--- src/rtl/fp_maxmin_reduce_if.sv ---
// Valid/ready element and result streams of the fp_maxmin_reduce block.
// The slave modport is the reduction unit; the master modport is its producer/consumer.
interface fp_maxmin_reduce_if #(
    parameter int unsigned E_WIDTH   = 8,
    parameter int unsigned M_WIDTH   = 23,
    parameter int unsigned IDX_WIDTH = 16
);
    localparam int unsigned K = 1 + E_WIDTH + M_WIDTH;

    logic                 i_valid;
    logic                 o_ready;
    logic [K-1:0]         i_data;
    logic                 i_last;
    logic                 i_mode;
    logic                 o_valid;
    logic                 i_ready;
    logic [K-1:0]         o_res;
    logic [IDX_WIDTH-1:0] o_idx;
    logic                 o_nan_err;

    modport slave (
        input  i_valid, i_data, i_last, i_mode, i_ready,
        output o_ready, o_valid, o_res, o_idx, o_nan_err
    );

    modport master (
        output i_valid, i_data, i_last, i_mode, i_ready,
        input  o_ready, o_valid, o_res, o_idx, o_nan_err
    );
endinterface

--- src/rtl/fp_maxmin_reduce.sv ---
// Streaming FP max/min reduction with sticky NaN flag and optional argmax/argmin
// index tracking (enabled by defining FP_MAXMIN_REDUCE_ARGIDX_EN).
module fp_maxmin_reduce #(
    parameter int unsigned E_WIDTH   = 8,
    parameter int unsigned M_WIDTH   = 23,
    parameter int unsigned IDX_WIDTH = 16
) (
    input logic                  clk,
    input logic                  rstn,
    fp_maxmin_reduce_if.slave    bus
);
    localparam int unsigned K = 1 + E_WIDTH + M_WIDTH;

    typedef enum logic [1:0] {IDLE, ACCUM, DONE} state_t;

    state_t       state, state_d;
    logic         ready_q;
    logic [K-1:0] acc;
    logic         acc_vld;
    logic         nan_flag;
    logic         mode_q;
    logic         take;
    logic         load_first;
    logic         replace;
    logic         in_nan;

    function automatic logic is_nan(input logic [K-1:0] v);
        return (&v[K-2:M_WIDTH]) && (|v[M_WIDTH-1:0]);
    endfunction

    // Strict a > b; signed zeros are equal, otherwise sign-magnitude ordering.
    function automatic logic gt(input logic [K-1:0] a, input logic [K-1:0] b);
        logic [K-2:0] ma;
        logic [K-2:0] mb;
        ma = a[K-2:0];
        mb = b[K-2:0];
        if (ma == '0 && mb == '0) return 1'b0;
        if (a[K-1] != b[K-1])     return !a[K-1];
        if (a[K-1])               return ma < mb;
        return ma > mb;
    endfunction

    assign in_nan = is_nan(bus.i_data);

    always_comb begin
        state_d    = state;
        load_first = 1'b0;
        replace    = 1'b0;
        take       = bus.i_valid && ready_q;
        unique case (state)
            IDLE: begin
                if (take) begin
                    load_first = 1'b1;
                    state_d    = bus.i_last ? DONE : ACCUM;
                end
            end
            ACCUM: begin
                if (take) begin
                    // acc may still hold a NaN from the first element; any real value displaces it
                    if (!in_nan)
                        replace = !acc_vld ||
                                  (mode_q ? gt(acc, bus.i_data) : gt(bus.i_data, acc));
                    if (bus.i_last) state_d = DONE;
                end
            end
            DONE: begin
                if (bus.i_ready) state_d = IDLE;
            end
            default: state_d = IDLE;
        endcase
    end

    always_ff @(posedge clk or negedge rstn) begin
        if (!rstn) begin
            state    <= IDLE;
            ready_q  <= 1'b0;
            acc      <= '0;
            acc_vld  <= 1'b0;
            nan_flag <= 1'b0;
            mode_q   <= 1'b0;
        end else begin
            state   <= state_d;
            ready_q <= (state_d != DONE);
            if (load_first) begin
                acc      <= bus.i_data;
                acc_vld  <= !in_nan;
                nan_flag <= in_nan;
                mode_q   <= bus.i_mode;
            end else if (take) begin
                nan_flag <= nan_flag | in_nan;
                if (replace) begin
                    acc     <= bus.i_data;
                    acc_vld <= 1'b1;
                end
            end
        end
    end

`ifdef FP_MAXMIN_REDUCE_ARGIDX_EN
    logic [IDX_WIDTH-1:0] acc_idx;
    logic [IDX_WIDTH-1:0] cnt;

    always_ff @(posedge clk or negedge rstn) begin
        if (!rstn) begin
            acc_idx <= '0;
            cnt     <= '0;
        end else if (load_first) begin
            acc_idx <= '0;
            cnt     <= IDX_WIDTH'(1);
        end else if (take) begin
            cnt <= cnt + IDX_WIDTH'(1);
            if (replace) acc_idx <= cnt;
        end
    end

    assign bus.o_idx = (state == DONE) ? acc_idx : '0;
`else
    assign bus.o_idx = '0;
`endif

    assign bus.o_ready   = ready_q;
    assign bus.o_valid   = (state == DONE);
    assign bus.o_res     = (state == DONE) ? (nan_flag ? '1 : acc) : '0;
    assign bus.o_nan_err = (state == DONE) && nan_flag;

endmodule
--- src/flat_wrapper.sv ---
// flat-port wrapper written by rule: the top's interface ports become plain ports
module fp_maxmin_reduce_flat 
#(
    parameter int unsigned E_WIDTH   = 8,
    parameter int unsigned M_WIDTH   = 23,
    parameter int unsigned IDX_WIDTH = 16
)
  (clk, rstn, bus_i_valid, bus_i_data, bus_i_last, bus_i_mode, bus_i_ready, bus_o_ready, bus_o_valid, bus_o_res, bus_o_idx, bus_o_nan_err);
  fp_maxmin_reduce_if #(.E_WIDTH(E_WIDTH), .M_WIDTH(M_WIDTH), .IDX_WIDTH(IDX_WIDTH)) bus_i ();
  input logic clk;
  input logic rstn;
  input wire logic [$bits(bus_i.i_valid)-1:0] bus_i_valid;
  input wire logic [$bits(bus_i.i_data)-1:0] bus_i_data;
  input wire logic [$bits(bus_i.i_last)-1:0] bus_i_last;
  input wire logic [$bits(bus_i.i_mode)-1:0] bus_i_mode;
  input wire logic [$bits(bus_i.i_ready)-1:0] bus_i_ready;
  output wire logic [$bits(bus_i.o_ready)-1:0] bus_o_ready;
  output wire logic [$bits(bus_i.o_valid)-1:0] bus_o_valid;
  output wire logic [$bits(bus_i.o_res)-1:0] bus_o_res;
  output wire logic [$bits(bus_i.o_idx)-1:0] bus_o_idx;
  output wire logic [$bits(bus_i.o_nan_err)-1:0] bus_o_nan_err;
  assign bus_i.i_valid = bus_i_valid;
  assign bus_i.i_data = bus_i_data;
  assign bus_i.i_last = bus_i_last;
  assign bus_i.i_mode = bus_i_mode;
  assign bus_i.i_ready = bus_i_ready;
  assign bus_o_ready = bus_i.o_ready;
  assign bus_o_valid = bus_i.o_valid;
  assign bus_o_res = bus_i.o_res;
  assign bus_o_idx = bus_i.o_idx;
  assign bus_o_nan_err = bus_i.o_nan_err;
  fp_maxmin_reduce #(.E_WIDTH(E_WIDTH), .M_WIDTH(M_WIDTH), .IDX_WIDTH(IDX_WIDTH)) u_core (.clk(clk), .rstn(rstn), .bus(bus_i));
endmodule
--- config.mk ---
export PLATFORM = sky130hd
export DESIGN_NAME = fp_maxmin_reduce_flat
export DESIGN_NICKNAME = d
export VERILOG_FILES = /design/src/rtl/fp_maxmin_reduce_if.sv /design/src/rtl/fp_maxmin_reduce.sv /design/src/flat_wrapper.sv
export SDC_FILE = /design/constraint.sdc
export NUM_CORES = 1
export LEC_CHECK = 0
export CAP_MARGIN = 25
export CORE_MARGIN = 4
export CORE_UTILIZATION = 31
export DETAILED_ROUTE_END_ITERATION = 16
export PLACE_DENSITY = 0.55
export SLEW_MARGIN = 20
export SYNTH_ARGS = -nofsm -noshare
export SYNTH_HDL_FRONTEND = slang
export SYNTH_SLANG_ARGS = --single-unit
--- constraint.sdc ---
create_clock -name clk -period 6.7 [get_ports clk]
set_clock_uncertainty 0.2 [all_clocks]
set_input_delay 1.34 -clock clk [delete_from_list [all_inputs] [get_ports clk]]
set_output_delay 1.34 -clock clk [all_outputs]
set_load 0.005 [all_outputs]
# == After elaboration in Yosys (flattened, before gate mapping) ==
# Cells that the tools add are included.
# word_totals
word_cells,98
regBits,38
# op_classes
mux,65
n_eq_ne,5
order_cmp,4
n_reduce_logical,17
bitwise_logic,1
# ops
cell,count
$mux W32,5
$gt A31 B31 Y1,2
$logic_not A31 Y1,2
$lt A31 B31 Y1,2
$mux W1,54
$reduce_or A23 Y1,1
$mux W2,5
$reduce_and A8 Y1,1
$pmux W2 S3,1
$logic_and A1 B1 Y1,4
$logic_not A1 Y1,4
$reduce_bool A2 Y1,2
$eq A2 B1 Y1 const B,1
$eq A2 B2 Y1 const B,1
$logic_not A2 Y1,1
$ne A1 B1 Y1,2
$ne A2 B2 Y1 const B,1
$reduce_and A2 Y1,1
$logic_or A1 B1 Y1,1
$or A1 B1 Y1,1

# == Depth between registers and ports, before layout ==
# logic_depth
depth_word,29
mapped_depth,10

# == Worst setup path before layout ==
# Ideal clock, no wire load.
# synth_timing
path_kind,in2reg
from,in bus_i_data[26]
to,reg u_core.acc[0]
setup_ns,0.125
path_stages,9
n_path_buf,1
path_slack_ns,2.965
t_required_ns,6.375
t_arrival_ns,3.410
cell_sequence,ha_1 a21oi_1 o21ai_0 a221oi_1 o21ai_0 or3b_1 a31oi_4 buf_6 mux2_2
# synth_between
elab_chain_len,17
elab_cells_between_ends,33
classes_between,4 x order compare; 22 x mux; 7 x reduce/logical
# synth_lines
item,line_no,text
from (decl),flat_wrapper.sv:13,input wire logic [$bits(bus_i.i_data)-1:0] bus_i_data;
branches (longest 12 deep; another with $lt A31 B31 Y1),-,
$mux W1 (*),fp_maxmin_reduce.sv:60,if (!in_nan)
$mux W1 (*),fp_maxmin_reduce.sv:58,if (take) begin
$mux W1 (*),fp_maxmin_reduce.sv:50,unique case (state)
$reduce_bool A2 Y1 (no line) (*),-,
$reduce_and A2 Y1 (no line) (*),-,
to (signal assigned),fp_maxmin_reduce.sv:85,acc <= bus.i_data;
to (signal assigned),fp_maxmin_reduce.sv:92,acc <= bus.i_data;
to (decl),fp_maxmin_reduce.sv:18,logic [K-1:0] acc;
# Every way passes the cells marked *. The select of a mux whose other input is x is not followed.
# A chain may end at the register's enable or synchronous reset.

# == Worst setup path after layout ==
# layout_timing
from,in bus_i_data[26]
to,reg u_core.acc[24]
# Same word-level chain as after synthesis.

==> results.cfg <==
[detailed_routing]
first_pass_iters = 4
ant_nets = 0
via_count = 2448
routed_wl_mm = 7.28
wire_per_inst_um = 14.5
drt-vias-per-instance = 4.88
drc = 0
drt_iter0_drc = 49

[cts]
cts_resized = 0
holdBufCountCts = 0
root_buffer = clkbuf_8
path_clk_slew_ps = 70
htree_levels = 2
cts_buffers = 5
cts_sinks = 38
clock_latency_ps = 290
tritoncts = yes
clockBufferDepth = 2
cts_setup_buffers = 0

[yosys]
syn_area_mm2 = 0.00284
ys.flop_type = dfrtp_1
synth.distinct_cells = 37
async_flop_share = 1.00
synthTopCellsByArea = dfrtp_1 33%, ha_1 14%, mux2_2 12%
ys_top_cells_by_count = 68 x nor2_1, 38 x dfrtp_1, 34 x inv_1
synth_top_cell_area_share = 0.334
synth.most_common_cell = nor2_1
synth_top_area_cell = dfrtp_1
avgSynthCellArea_um2 = 8.80
ys.warnings.count = 0
ys_seq_elements = 38
synth_edf_count = 0
syn_inst = 323
ys_seq_area_frac = 0.334

[sta]
grt_setup_unrepaired = false
fin_hold_ws_ps = 317
final-max-slew-violation-count = 0
min_period_ps = 4590
setup_viol = 0
clock.fmax_ghz = 0.218
fin_crit_sh = 0.684
fin_tns_setup_ps = 0
final-hold-violation-count = 0
worst_pin_slew_ps = 869
slew_headroom = 0.421

[die]
die_x_um = 104
io_pins = 89
row_count = 34
core-area_mm2 = 0.00881
die_y_um = 104
die_area_mm2 = 0.0108
initial_core_util = 0.323

[cells_and_area]
area_growth_pct = 31.1
diodes = 0
nets = 462
drive_gt1_frac = 0.117
stdcell_area_mm2 = 0.00373

[placement]
gp_congestion = 0.793
dpl.hpwl_mm = 5.90
portBuffers = 72
placed_area_mm2 = 0.00362

[worst_setup_path]
start_kind = primary input
crit_top_cell = o21ai_0
critical_path.cell_chain = clkdlybuf4s50_1 > ha_1 > a21oi_1 > o21ai_0 > a221oi_1 > o21ai_0 > or3b_1 > a31oi_4 > buf_16 > mux2_2
crit_slowest_cell = a31oi_4
critPathTopFamily = compound AO/OA/AOI/OAI gates
worst_setup_path_end_kind = flop
worst_ep_required_time_ps = 6670
criticalPathCategory = primary input to flop
crit_fanout = 17
arrival_ps = 4560
cp.buffers_inverters = 2
critPathMaxStageDelay_ps = 600

[power_and_ir_drop]
pwr_density_cell_mw_per_mm2 = 338
p_int_mw = 0.777
switchingPower_mw = 0.482
p_clk_frac = 0.147
power_frac_seq = 0.363
p_leak_nw = 1.66
peakVddDrop_mv = 0.128
combPwrFrac = 0.490
sw_frac_of_total = 0.383

[flow_run]
max-cap-violations = 0

[grt]
antenna_found_initial = 0
grt_pass1_wl_mm = 12.2
track_usage = 0.135
grt_max_degree = 39
grt_pass1_vias = 2435
grt-ovfl-total = 0

[min_path]
min_path_type = flop to flop

[run_status]
status = completed
==> final timing paths <==
| kind | start | endpoint | slack (ps) | cells after the start |
|---|---|---|---|---|
| hold reg to reg | u_core.state[1] | u_core.state[0] | 320 | 1 |
| setup / recovery | bus_i_data[26] | u_core.acc[24] | 2110 | 10 |
| min in group asynchronous | rstn | u_core.acc[27] | 970 | 1 |
| setup reg to reg | u_core.acc[26] | u_core.acc[24] | 3280 | 10 |
| max in group asynchronous | rstn | u_core.acc[28] | 4800 | 1 |
| hold / removal | u_core.state[1] | u_core.state[0] | 320 | 1 |
==> through the flow <==
step	instances	power, mW	setup WS, ps	utilization
finish	502	1.26	2110	0.423
global route	502	1.38	1940	0.423
CTS	502	1.27	2100	0.423
detailed placement	494	1.08	1750	0.411
global placement	492	1.05	1610	0.406
floorplan	338	0.880	2970	-
==> cells in the final DEF, fill, tap and decap left out, drive strengths merged, types with 2 or more instances in the layout <==
cell,netlist,routed
conb,1,16
dfrtp,38,38
inv,34,34
o211ai,2,2
o21ai,8,8
mux2,33,33
buf,19,4
nand4,9,9
nand2,13,13
nand3,5,5
a21oi,14,14
a221oi,2,2
clkbuf,8,8
and4,4,4
ha,31,31
nor4,14,14
clkdlybuf4s50,0,71
nor2,68,68
nor3,3,3
o22a,2,2
==> cell type report <==
class | count | area (um^2)
timing repair buffer | 75 | 766
multi-input combinational | 239 | 1640
tap | 108 | 135
clock buffer | 8 | 110
fill | 899 | 5080
inverter | 34 | 128
sequential | 38 | 951
==> sequential cells by signal (all words and copies together) (netlist names) <==
| signal | flops |
|---|---|
| u_core.bus.o_ready | 1 |
| u_core.state | 2 |
| u_core.acc | 32 |
| u_core.nan_flag | 1 |
| u_core.acc_vld | 1 |
| u_core.mode_q | 1 |
==> per-layer routing <==
| layer | routed length, um | GRT usage | vias to the layer above |
|---|---|---|---|
| li1 | - | - | 1228 |
| met1 | 3520 | 0.185 | 1143 |
| met2 | 3360 | 0.220 | 73 |
| met3 | 362 | 0.0311 | 4 |
| met4 | 42 | 0.0256 | 0 |
| met5 | 0 | 0 | - |
==> worst register-to-register path, stage by stage, from the launching register on <==
cell and delay, ps:
dfrtp_1 390, inv_1 60, ha_1 300, a21oi_1 120
o21ai_0 100, a221oi_1 390, o21ai_0 160, or3b_1 410
a31oi_4 600, buf_16 230, mux2_2 350
==> power groups by stage <==
stage	logic (mW)	registers [mW]	clock network, mW
floorplan	0.459	0.421	0
global placement	0.591	0.462	0
detailed placement	0.623	0.461	0
CTS	0.625	0.457	0.190
global route	0.704	0.477	0.199
finish	0.617	0.457	0.185
==> logic make-up after synthesis <==
kind of cell | synth area share
multiplexers | 0.131
buffers and inverters | 0.110
flip-flops | 0.334
adder cells (fa/ha/maj) | 0.136
AND/OR/NAND/NOR | 0.204
XOR/XNOR | 0.00616
other | 0.00132
AO/OA/AOI/OAI | 0.0774
Power figures use the tool's default switching activity.
